[src/rtl/pe_feeder.sv]
// PE feeder: streams filter, ifmap and ipsum words from source memories into the
// PE input FIFOs and drains output psums from the PE into a sink memory.

module pe_feeder_chan #(
  parameter int DW = 16,
  parameter int AW = 10,
  parameter int CW = 10
) (
  input  logic          clk,
  input  logic          reset,
  input  logic          i_clear,
  input  logic          i_active,
  input  logic [CW-1:0] i_count,
  input  logic [AW-1:0] i_base,
  output logic          o_rd_en,
  output logic [AW-1:0] o_rd_addr,
  input  logic [DW-1:0] i_rd_data,
  output logic [DW-1:0] o_data,
  output logic          o_push,
  input  logic          i_full,
  output logic          o_complete
);

  logic [CW-1:0] r_issued;
  logic [CW-1:0] r_pushed;
  logic          r_inflight;
  logic [1:0]    r_occ;
  logic          r_rd_ptr;
  logic          r_wr_ptr;
  logic [DW-1:0] r_buf [2];

  logic [1:0]    w_level;
  logic [CW-1:0] w_pushed_next;

  assign o_push = (r_occ != 2'd0) && !i_full;
  // Level seen by the read issuer counts this cycle's pop, so a full-rate stream
  // can keep one read in flight while the buffer holds one word.
  assign w_level       = r_occ + {1'b0, r_inflight} - {1'b0, o_push};
  assign o_rd_en       = i_active && (r_issued < i_count) && (w_level < 2'd2);
  assign o_rd_addr     = i_base + AW'(r_issued);
  assign o_data        = r_buf[r_rd_ptr];
  assign w_pushed_next = r_pushed + {{(CW-1){1'b0}}, o_push};
  assign o_complete    = (w_pushed_next == i_count);

  always_ff @(posedge clk or negedge reset) begin
    if (!reset) begin
      r_issued   <= '0;
      r_pushed   <= '0;
      r_inflight <= 1'b0;
      r_occ      <= 2'd0;
      r_rd_ptr   <= 1'b0;
      r_wr_ptr   <= 1'b0;
    end else if (i_clear) begin
      r_issued   <= '0;
      r_pushed   <= '0;
      r_inflight <= 1'b0;
      r_occ      <= 2'd0;
      r_rd_ptr   <= 1'b0;
      r_wr_ptr   <= 1'b0;
    end else begin
      if (o_rd_en)    r_issued <= r_issued + 1'b1;
      if (o_push)     r_rd_ptr <= ~r_rd_ptr;
      if (r_inflight) r_wr_ptr <= ~r_wr_ptr;
      r_pushed   <= w_pushed_next;
      r_inflight <= o_rd_en;
      r_occ      <= r_occ + {1'b0, r_inflight} - {1'b0, o_push};
    end
  end

  genvar gi;
  generate
    for (gi = 0; gi < 2; gi++) begin : g_buf
      always_ff @(posedge clk or negedge reset) begin
        if (!reset) begin
          r_buf[gi] <= '0;
        end else if (!i_clear && r_inflight && (r_wr_ptr == gi[0])) begin
          r_buf[gi] <= i_rd_data;
        end
      end
    end
  endgenerate

endmodule

module pe_feeder #(
  parameter int DATA_WIDTH_IFMAP  = 16,
  parameter int DATA_WIDTH_FILTER = 64,
  parameter int DATA_WIDTH_PSUM   = 64,
  parameter int ADDR_WIDTH        = 10,
  parameter int CNT_WIDTH         = 10
) (
  input  logic                         clk,
  input  logic                         reset,
  input  logic                         start,
  output logic                         busy,
  output logic                         done,
  output logic                         pe_enable,
  output logic                         pe_configure,
  input  logic [CNT_WIDTH-1:0]         n_filter,
  input  logic [CNT_WIDTH-1:0]         n_ifmap,
  input  logic [CNT_WIDTH-1:0]         n_ipsum,
  input  logic [CNT_WIDTH-1:0]         n_opsum,
  input  logic [ADDR_WIDTH-1:0]        filter_base,
  input  logic [ADDR_WIDTH-1:0]        ifmap_base,
  input  logic [ADDR_WIDTH-1:0]        ipsum_base,
  input  logic [ADDR_WIDTH-1:0]        opsum_base,
  output logic                         filter_rd_en,
  output logic [ADDR_WIDTH-1:0]        filter_rd_addr,
  input  logic [DATA_WIDTH_FILTER-1:0] filter_rd_data,
  output logic                         ifmap_rd_en,
  output logic [ADDR_WIDTH-1:0]        ifmap_rd_addr,
  input  logic [DATA_WIDTH_IFMAP-1:0]  ifmap_rd_data,
  output logic                         ipsum_rd_en,
  output logic [ADDR_WIDTH-1:0]        ipsum_rd_addr,
  input  logic [DATA_WIDTH_PSUM-1:0]   ipsum_rd_data,
  output logic [DATA_WIDTH_FILTER-1:0] filter,
  output logic                         push_filter,
  input  logic                         filter_fifo_full,
  output logic [DATA_WIDTH_IFMAP-1:0]  ifmap,
  output logic                         push_ifmap,
  input  logic                         ifmap_fifo_full,
  output logic [DATA_WIDTH_PSUM-1:0]   ipsum,
  output logic                         push_ipsum,
  input  logic                         ipsum_fifo_full,
  input  logic [DATA_WIDTH_PSUM-1:0]   opsum,
  input  logic                         opsum_fifo_empty,
  output logic                         pop_opsum,
  output logic                         opsum_wr_en,
  output logic [ADDR_WIDTH-1:0]        opsum_wr_addr,
  output logic [DATA_WIDTH_PSUM-1:0]   opsum_wr_data
);

  typedef enum logic [2:0] {
    S_IDLE, S_CONFIG, S_FILTER, S_STREAM, S_DRAIN, S_DONE
  } state_t;

  state_t r_state;
  state_t w_state_next;

  logic [CNT_WIDTH-1:0]  r_n_filter, r_n_ifmap, r_n_ipsum, r_n_opsum;
  logic [ADDR_WIDTH-1:0] r_filter_base, r_ifmap_base, r_ipsum_base, r_opsum_base;
  logic [CNT_WIDTH-1:0]  r_written;

  logic w_start_job;
  logic w_filter_complete, w_ifmap_complete, w_ipsum_complete, w_opsum_complete;
  logic w_drain_active;
  logic [CNT_WIDTH-1:0] w_written_next;

  assign w_start_job = (r_state == S_IDLE) && start;

  always_ff @(posedge clk or negedge reset) begin
    if (!reset) begin
      r_n_filter    <= '0;
      r_n_ifmap     <= '0;
      r_n_ipsum     <= '0;
      r_n_opsum     <= '0;
      r_filter_base <= '0;
      r_ifmap_base  <= '0;
      r_ipsum_base  <= '0;
      r_opsum_base  <= '0;
    end else if (w_start_job) begin
      r_n_filter    <= n_filter;
      r_n_ifmap     <= n_ifmap;
      r_n_ipsum     <= n_ipsum;
      r_n_opsum     <= n_opsum;
      r_filter_base <= filter_base;
      r_ifmap_base  <= ifmap_base;
      r_ipsum_base  <= ipsum_base;
      r_opsum_base  <= opsum_base;
    end
  end

  pe_feeder_chan #(.DW(DATA_WIDTH_FILTER), .AW(ADDR_WIDTH), .CW(CNT_WIDTH)) u_filter (
    .clk        (clk),
    .reset      (reset),
    .i_clear    (w_start_job),
    .i_active   (r_state == S_FILTER),
    .i_count    (r_n_filter),
    .i_base     (r_filter_base),
    .o_rd_en    (filter_rd_en),
    .o_rd_addr  (filter_rd_addr),
    .i_rd_data  (filter_rd_data),
    .o_data     (filter),
    .o_push     (push_filter),
    .i_full     (filter_fifo_full),
    .o_complete (w_filter_complete)
  );

  pe_feeder_chan #(.DW(DATA_WIDTH_IFMAP), .AW(ADDR_WIDTH), .CW(CNT_WIDTH)) u_ifmap (
    .clk        (clk),
    .reset      (reset),
    .i_clear    (w_start_job),
    .i_active   (r_state == S_STREAM),
    .i_count    (r_n_ifmap),
    .i_base     (r_ifmap_base),
    .o_rd_en    (ifmap_rd_en),
    .o_rd_addr  (ifmap_rd_addr),
    .i_rd_data  (ifmap_rd_data),
    .o_data     (ifmap),
    .o_push     (push_ifmap),
    .i_full     (ifmap_fifo_full),
    .o_complete (w_ifmap_complete)
  );

  pe_feeder_chan #(.DW(DATA_WIDTH_PSUM), .AW(ADDR_WIDTH), .CW(CNT_WIDTH)) u_ipsum (
    .clk        (clk),
    .reset      (reset),
    .i_clear    (w_start_job),
    .i_active   (r_state == S_STREAM),
    .i_count    (r_n_ipsum),
    .i_base     (r_ipsum_base),
    .o_rd_en    (ipsum_rd_en),
    .o_rd_addr  (ipsum_rd_addr),
    .i_rd_data  (ipsum_rd_data),
    .o_data     (ipsum),
    .o_push     (push_ipsum),
    .i_full     (ipsum_fifo_full),
    .o_complete (w_ipsum_complete)
  );

  assign w_drain_active   = (r_state == S_STREAM) || (r_state == S_DRAIN);
  assign pop_opsum        = w_drain_active && !opsum_fifo_empty && (r_written < r_n_opsum);
  assign opsum_wr_en      = pop_opsum;
  assign opsum_wr_addr    = r_opsum_base + ADDR_WIDTH'(r_written);
  // Gated so the sink bus stays quiet (and zero under reset) between writes.
  assign opsum_wr_data    = pop_opsum ? opsum : '0;
  assign w_written_next   = r_written + {{(CNT_WIDTH-1){1'b0}}, pop_opsum};
  assign w_opsum_complete = (w_written_next == r_n_opsum);

  always_ff @(posedge clk or negedge reset) begin
    if (!reset) begin
      r_written <= '0;
    end else if (w_start_job) begin
      r_written <= '0;
    end else begin
      r_written <= w_written_next;
    end
  end

  always_ff @(posedge clk or negedge reset) begin
    if (!reset) r_state <= S_IDLE;
    else        r_state <= w_state_next;
  end

  always_comb begin
    w_state_next = r_state;
    busy         = 1'b1;
    done         = 1'b0;
    pe_enable    = 1'b0;
    pe_configure = 1'b0;
    case (r_state)
      S_IDLE: begin
        busy = 1'b0;
        if (start) w_state_next = S_CONFIG;
      end
      S_CONFIG: begin
        pe_enable    = 1'b1;
        pe_configure = 1'b1;
        w_state_next = S_FILTER;
      end
      S_FILTER: begin
        pe_enable = 1'b1;
        if (w_filter_complete) w_state_next = S_STREAM;
      end
      S_STREAM: begin
        pe_enable = 1'b1;
        if (w_ifmap_complete && w_ipsum_complete) w_state_next = S_DRAIN;
      end
      S_DRAIN: begin
        pe_enable = 1'b1;
        if (w_opsum_complete) w_state_next = S_DONE;
      end
      S_DONE: begin
        done         = 1'b1;
        w_state_next = S_IDLE;
      end
      default: w_state_next = S_IDLE;
    endcase
  end

endmodule

[config.mk]
export PLATFORM = sky130hd
export DESIGN_NAME = pe_feeder
export DESIGN_NICKNAME = d
export VERILOG_FILES = /design/src/rtl/pe_feeder.sv
export SDC_FILE = /design/constraint.sdc
export NUM_CORES = 1
export LEC_CHECK = 0
export CAP_MARGIN = 20
export CELL_PAD_IN_SITES_DETAIL_PLACEMENT = 0
export CELL_PAD_IN_SITES_GLOBAL_PLACEMENT = 1
export CORE_MARGIN = 5
export CORE_UTILIZATION = 39
export DETAILED_ROUTE_END_ITERATION = 7
export GPL_TIMING_DRIVEN = 0
export PLACE_DENSITY_LB_ADDON = 0.1
export SYNTH_ARGS = -nofsm -noshare
export SYNTH_HDL_FRONTEND = slang
export SYNTH_SLANG_ARGS = --single-unit
[constraint.sdc]
create_clock -name clk -period 4 [get_ports clk]
set_input_delay 0.8 -clock clk [delete_from_list [all_inputs] [get_ports clk]]
set_output_delay 0.8 -clock clk [all_outputs]
set_load 0.01 [all_outputs]
---- Word-level counts from Yosys, hierarchy flattened ----
Cells that the tools add are included.
word-level totals
  register bits ........................... 456
  input port bits ......................... 295
  output and inout port bits .............. 260
  word-level logic and storage cells ...... 173
cells by class
  add/subtract/negate cells ............... 17
  magnitude comparators ................... 10
  equal/unequal tests ..................... 13
  muxes and demuxes ....................... 47
  bitwise logic cells ..................... 9
  reductions and logical operators ........ 43
operators with widths
  kind                                                                   count
  64-bit 2-to-1 mux                                                      7
  10-bit 2-to-1 mux                                                      10
  16-bit 2-to-1 mux                                                      3
  10-bit by 1-bit adder with 10-bit output                               4
  10-bit adder                                                           4
  10-bit equality test                                                   4
  10-bit less-than comparator                                            4
  10-bit by 1-bit adder with 10-bit output, second input constant        3
  2-bit nonzero test                                                     12
  1-bit logical AND                                                      22
  1-bit 2-to-1 mux                                                       19
  3-bit one-hot mux with 5 select lines                                  1
  3-bit 2-to-1 mux                                                       4
  2-bit != test, second input constant                                   4
  2-bit by 1-bit adder with 2-bit output                                 3
  3-bit by 2-bit equality test with 1-bit output, second input constant  2
  3-bit equality test, second input constant                             2
  2-bit >= comparator, second input constant                             3
  2-bit less-than comparator, second input constant                      3
  2-bit 2-to-1 mux                                                       3
  1-bit NOT                                                              6
  1-bit NOT with 2-bit output                                            3
  2-bit by 1-bit subtractor with 2-bit output                            3
  1-bit zero test                                                        5
  other kinds (5)                                                        5

---- Depth between registers and ports, before layout ----
  word-level depth ........................ 8
  gate-level depth with buffers ........... 17
  gate-level depth less buffers ........... 16

---- Cells and area by module ----
A second synthesis with hierarchy kept.
unflattened totals
  cells, all modules ...................... 1955
  area total of the unflattened synthesis .. 23938.0 um^2
by module, submodules not included
  module                      instances  cells an instance  area each (um^2)
  pe_feeder_chan at u_ipsum   1          591                7688.6
  pe_feeder_chan at u_filter  1          585                7646.1
  pe_feeder                   1          453                5061.1
  pe_feeder_chan at u_ifmap   1          326                3542.1

---- Worst setup path after synthesis ----
Ideal clock, no wire load.
  path kind ............................... input to output
  start point ............................. in filter_fifo_full
  end point ............................... out filter_rd_en
  data arrival time ....................... 2625 ps
  path slack .............................. 575 ps
  stages on the path ...................... 11
  cell sequence ........................... nor2_1 -> ha_1 -> inv_1 -> ha_1 -> xor2_1 -> xnor2_1 -> nand4b_1 -> a21oi_1 -> o21ai_0 -> clkbuf_1 -> inv_1
on the way
  longest elaborated chain between the ends .. 5
ends and longest elaborated chain
  what                                         line  source
  start, declared                              118   input logic filter_fifo_full,
  1-bit zero test                              35    assign o_push = (r_occ != 2'd0) && !i_full;
  1-bit logical AND                            35
  2-bit by 1-bit subtractor with 2-bit output  38    assign w_level = r_occ + {1'b0, r_inflight} - {1'b0, o_push};
  2-bit less-than comparator                   39    assign o_rd_en = i_active && (r_issued < i_count) && (w_level < 2'd2);
  1-bit logical AND                            39
  end, declared                                107   output logic filter_rd_en,
Every way passes these cells.

---- Worst setup path after layout ----
  start point ............................. reg u_ifmap.r_issued[1]
  end point ............................... out ifmap_rd_addr[7]
on the way
  longest elaborated chain between the ends .. 1
ends and longest elaborated chain
  what                    line  source
  start, declared         24    logic [CW-1:0] r_issued;
  start signal, assigned  61    if (o_rd_en) r_issued <= r_issued + 1'b1;
  10-bit adder            40    assign o_rd_addr = i_base + AW'(r_issued);
  end, declared           111   output logic [ADDR_WIDTH-1:0] ifmap_rd_addr,
Every way passes these cells.

==> out/metrics.csv <==
stage;metric;value;unit
clocking;clk_pin_slew;60;ps
clocking;numCtsBuffers;52;
timing;slew_headroom;0.315;
routing;routed_wl;69200;um
routing;drt_first_pass_iters;5;
critical_path;path_max_fanout;6;
final_layout;synthToLayoutAreaGrowth;37.5;%
yosys;syn-num-nets;2336;
yosys;synthCells;1948;
yosys;synth.yosys.seq_area_share;0.499;
routing;ant_nets;0;
clocking;hold_buffers;0;
clocking;clock-root-buffer;clkbuf_16;
global_routing;gr-usage-all-layers;0.212;
clocking;h-tree-depth;2;
placement;io_buffers;554;
timing;layout_setup_ws;84.2;ps
timing;hold_viol_final;0;
yosys;ys_ff_latch;456;
global_routing;grt_pass1_wl;106000;um
final_layout;nFillCells;5091;
power;p_switching;8510;uW
yosys;synth_top_area_share;0.499;
final_layout;stdcell_area;0.0314;mm2
routing;dr_total_vias;16853;
clocking;insertion_delay;600;ps
global_routing;grt_max_degree;121;
clocking;cts_tree;built;
timing;drv_slew;0;
yosys;synthArstFlopShare;1.00;
final_layout;drive_above_1_share;0.226;
yosys;synth_area;0.0228;mm2
power;irDropWorstVdd;0.450;mV
power;p_clk_frac;0.191;
power;combPwrFrac;0.495;
routing;wire_per_inst;20.5;um
flow_run;maxCapViolCount;0;
placement;dp_slack;-812;ps
critical_path;critical_path_class;flop to output pin;
critical_path;cp-end-kind;output pin;
floorplanning;pin_count;555;
global_routing;overflow;0;
run_status;status;complete, no violations;
timing;finalSetupViolations;0;
routing;drtIter0Drc;727;
power;p_sw_frac;0.340;
power;power.leakage;0.0139;uW
placement;place_hpwl;52300;um
clocking;clockBufferDepth;3;
yosys;synth_area_per_cell;11.7;um2
clocking;clock-sinks;456;
yosys;yosys.area.top_type;dfrtp_1;
routing;remaining_drc_errors;0;
floorplanning;die_y;252;um
yosys;yosys_warnings;0;
power;power_frac_seq;0.314;
placement;gp_congestion;0.873;
worst_hold_path;hold_path_class;primary input to asynchronous set/reset pin;
critical_path;critPathRequiredTime;3200;ps
floorplanning;core;0.0579;mm2
floorplanning;start_util;0.394;
yosys;synth-main-ff-cell;dfrtp_1;
timing;rsz0062_at_grt;true;
routing;avgViaCountPerCell;4.98;
timing;fmax;0.255;GHz
critical_path;critPathLaunchType;flop;
global_routing;grt_antenna_before_repair;15;
yosys;ys_types;59;
floorplanning;die_area;0.0635;mm2
placement;place_area;0.0295;mm2
timing;period_needed;3920;ps
global_routing;grt_pass1_vias;17984;
timing;final.setup.tns;0;ps
yosys;yosysMostFrequentCell;dfrtp_1;
yosys;synthTopCellsByCount;dfrtp_1 (456), mux2_2 (432), nand2_1 (202);
power;p_int;16500;uW
floorplanning;dieWidth;252;um
timing;post-route-period-util;0.979;
critical_path;crit_arrival;3120;ps
timing;worst_slew_pin_slew;1020;ps
timing;fin_skew;25.1;ps
yosys;yosys-top-cells-area;dfrtp_1 (50%), mux2_2 (21%), ha_1 (4.9%);
yosys;synth_edf_count;0;
floorplanning;placementRows;88;
final_layout;nets;2955;
power;p_per_area;796;mW/mm2
[kinds of logic (layout without fill, tap and decap cells)]
logic type	Yosys count	in the layout	synth area share
simple gates	477	477	0.101
flops	456	456	0.499
mux	440	440	0.216
compound gates	198	198	0.0556
buf+inv	162	819	0.0279
xor+xnor	122	122	0.0474
fa+ha+maj	93	93	0.0522
other cells	0	13	0
[sequential cells by signal, summed over array words and instances (netlist names), 3 cells and up]
register	cells
u_filter.r_buf	128
u_ipsum.r_buf	128
u_ifmap.r_buf	32
r_filter_base	10
r_ifmap_base	10
r_ipsum_base	10
r_n_filter	10
r_n_ifmap	10
r_n_ipsum	10
r_n_opsum	10
r_opsum_base	10
r_written	10
u_filter.r_issued	10
u_filter.r_pushed	10
u_ifmap.r_issued	10
u_ifmap.r_pushed	10
u_ipsum.r_issued	10
u_ipsum.r_pushed	10
r_state	3
[critical path, stage by stage (launching register included)]
cell and delay, ps:
dfrtp_1 440, ha_1 290, a21o_1 180, a21oi_2 170
o21bai_1 150, a2111oi_4 380, buf_4 170, nor2_1 40
xnor2_1 140, clkdlybuf4s50_1 550
[layer usage]
layer / GRT usage / share of wire / vias up
li1: - / - / 8015
met1: 0.276 / 0.43 / 8381
met2: 0.357 / 0.50 / 368
met3: 0.0453 / 0.053 / 85
met4: 0.0620 / 0.022 / 4
met5: 0 / 0.00039 / -
[cells in the final DEF (no fill, tap or decap), types with 12 or more instances in the layout]
cell	instances
nand3_1	37
diode_2	13
dlygate4sd2_1	56
o21ai_0	63
mux2_2	432
clkbuf_16	52
nand4_1	16
nor2_1	65
clkbuf_1	74
a21oi_1	42
xnor2_1	71
nor2b_1	17
and2_1	68
buf_2	14
a21o_1	19
ha_1	89
dfrtp_1	453
inv_1	76
xor2_1	46
nand2_1	202
clkbuf_8	12
clkdlybuf4s50_1	480
[power groups by stage]
stage          clock network (uW)  registers (uW)  logic (uW)
2_1_floorplan                   0            7530        7110
6_report                     4770            7860       12400
3_3_place_gp                    0            7840       12200
4_1_cts                      4920            7860       12500
5_1_grt                      5110            8120       13400
3_5_place_dp                    0            7930       12300
[final cells by class]
type,count,area [um2],share of cell area
diodes,13,32.5,0.00104
multi-input cells,1330,10900,0.348
repair buffers,565,5670,0.180
clock buffers,77,1510,0.0479
flip-flops and latches,456,11400,0.363
clock inverters,15,210,0.00669
plain buffers,85,389,0.0124
well taps,765,957,0.0305
inverters,77,289,0.00920
[per-stage QoR]
stage / power [uW] / hold WS (ps) / std cells / utilization
after detailed placement: 20300 / 474 / 3271 / 0.509
after floorplan: 14600 / 452 / 1948 / -
after global routing: 26600 / 44.5 / 3379 / 0.542
final: 25000 / 49.7 / 3383 / 0.542
after global placement: 20100 / 468 / 3267 / 0.507
after CTS: 25300 / 15.5 / 3368 / 0.540
[worst paths after layout]
| check | endpoint | cells after the start | startpoint | slack, ps |
|---|---|---|---|---|
| hold / removal | u_filter.r_buf[15] | 1 | reset | 50 |
| setup reg to reg | r_state[0] | 15 | r_state[1] | 220 |
| setup / recovery | ifmap_rd_addr[7] | 9 | u_ifmap.r_issued[1] | 80 |
| min in group clk | r_filter_base[3] | 2 | r_filter_base[3] | 490 |
| hold reg to reg | r_filter_base[3] | 2 | r_filter_base[3] | 490 |
| max in group asynchronous | u_ipsum.r_issued[0] | 3 | reset | 2540 |
[what timing repair did]
action | in CTS | in global routing
gates cloned | 1 | 0
setup buffers | 4 | 2
resized for setup | 112 | 29
hold endpoints to repair | 0 | 0
setup endpoints to repair | 80 | 24
pin swaps | 6 | 5
(Power assumes the default switching activity.)
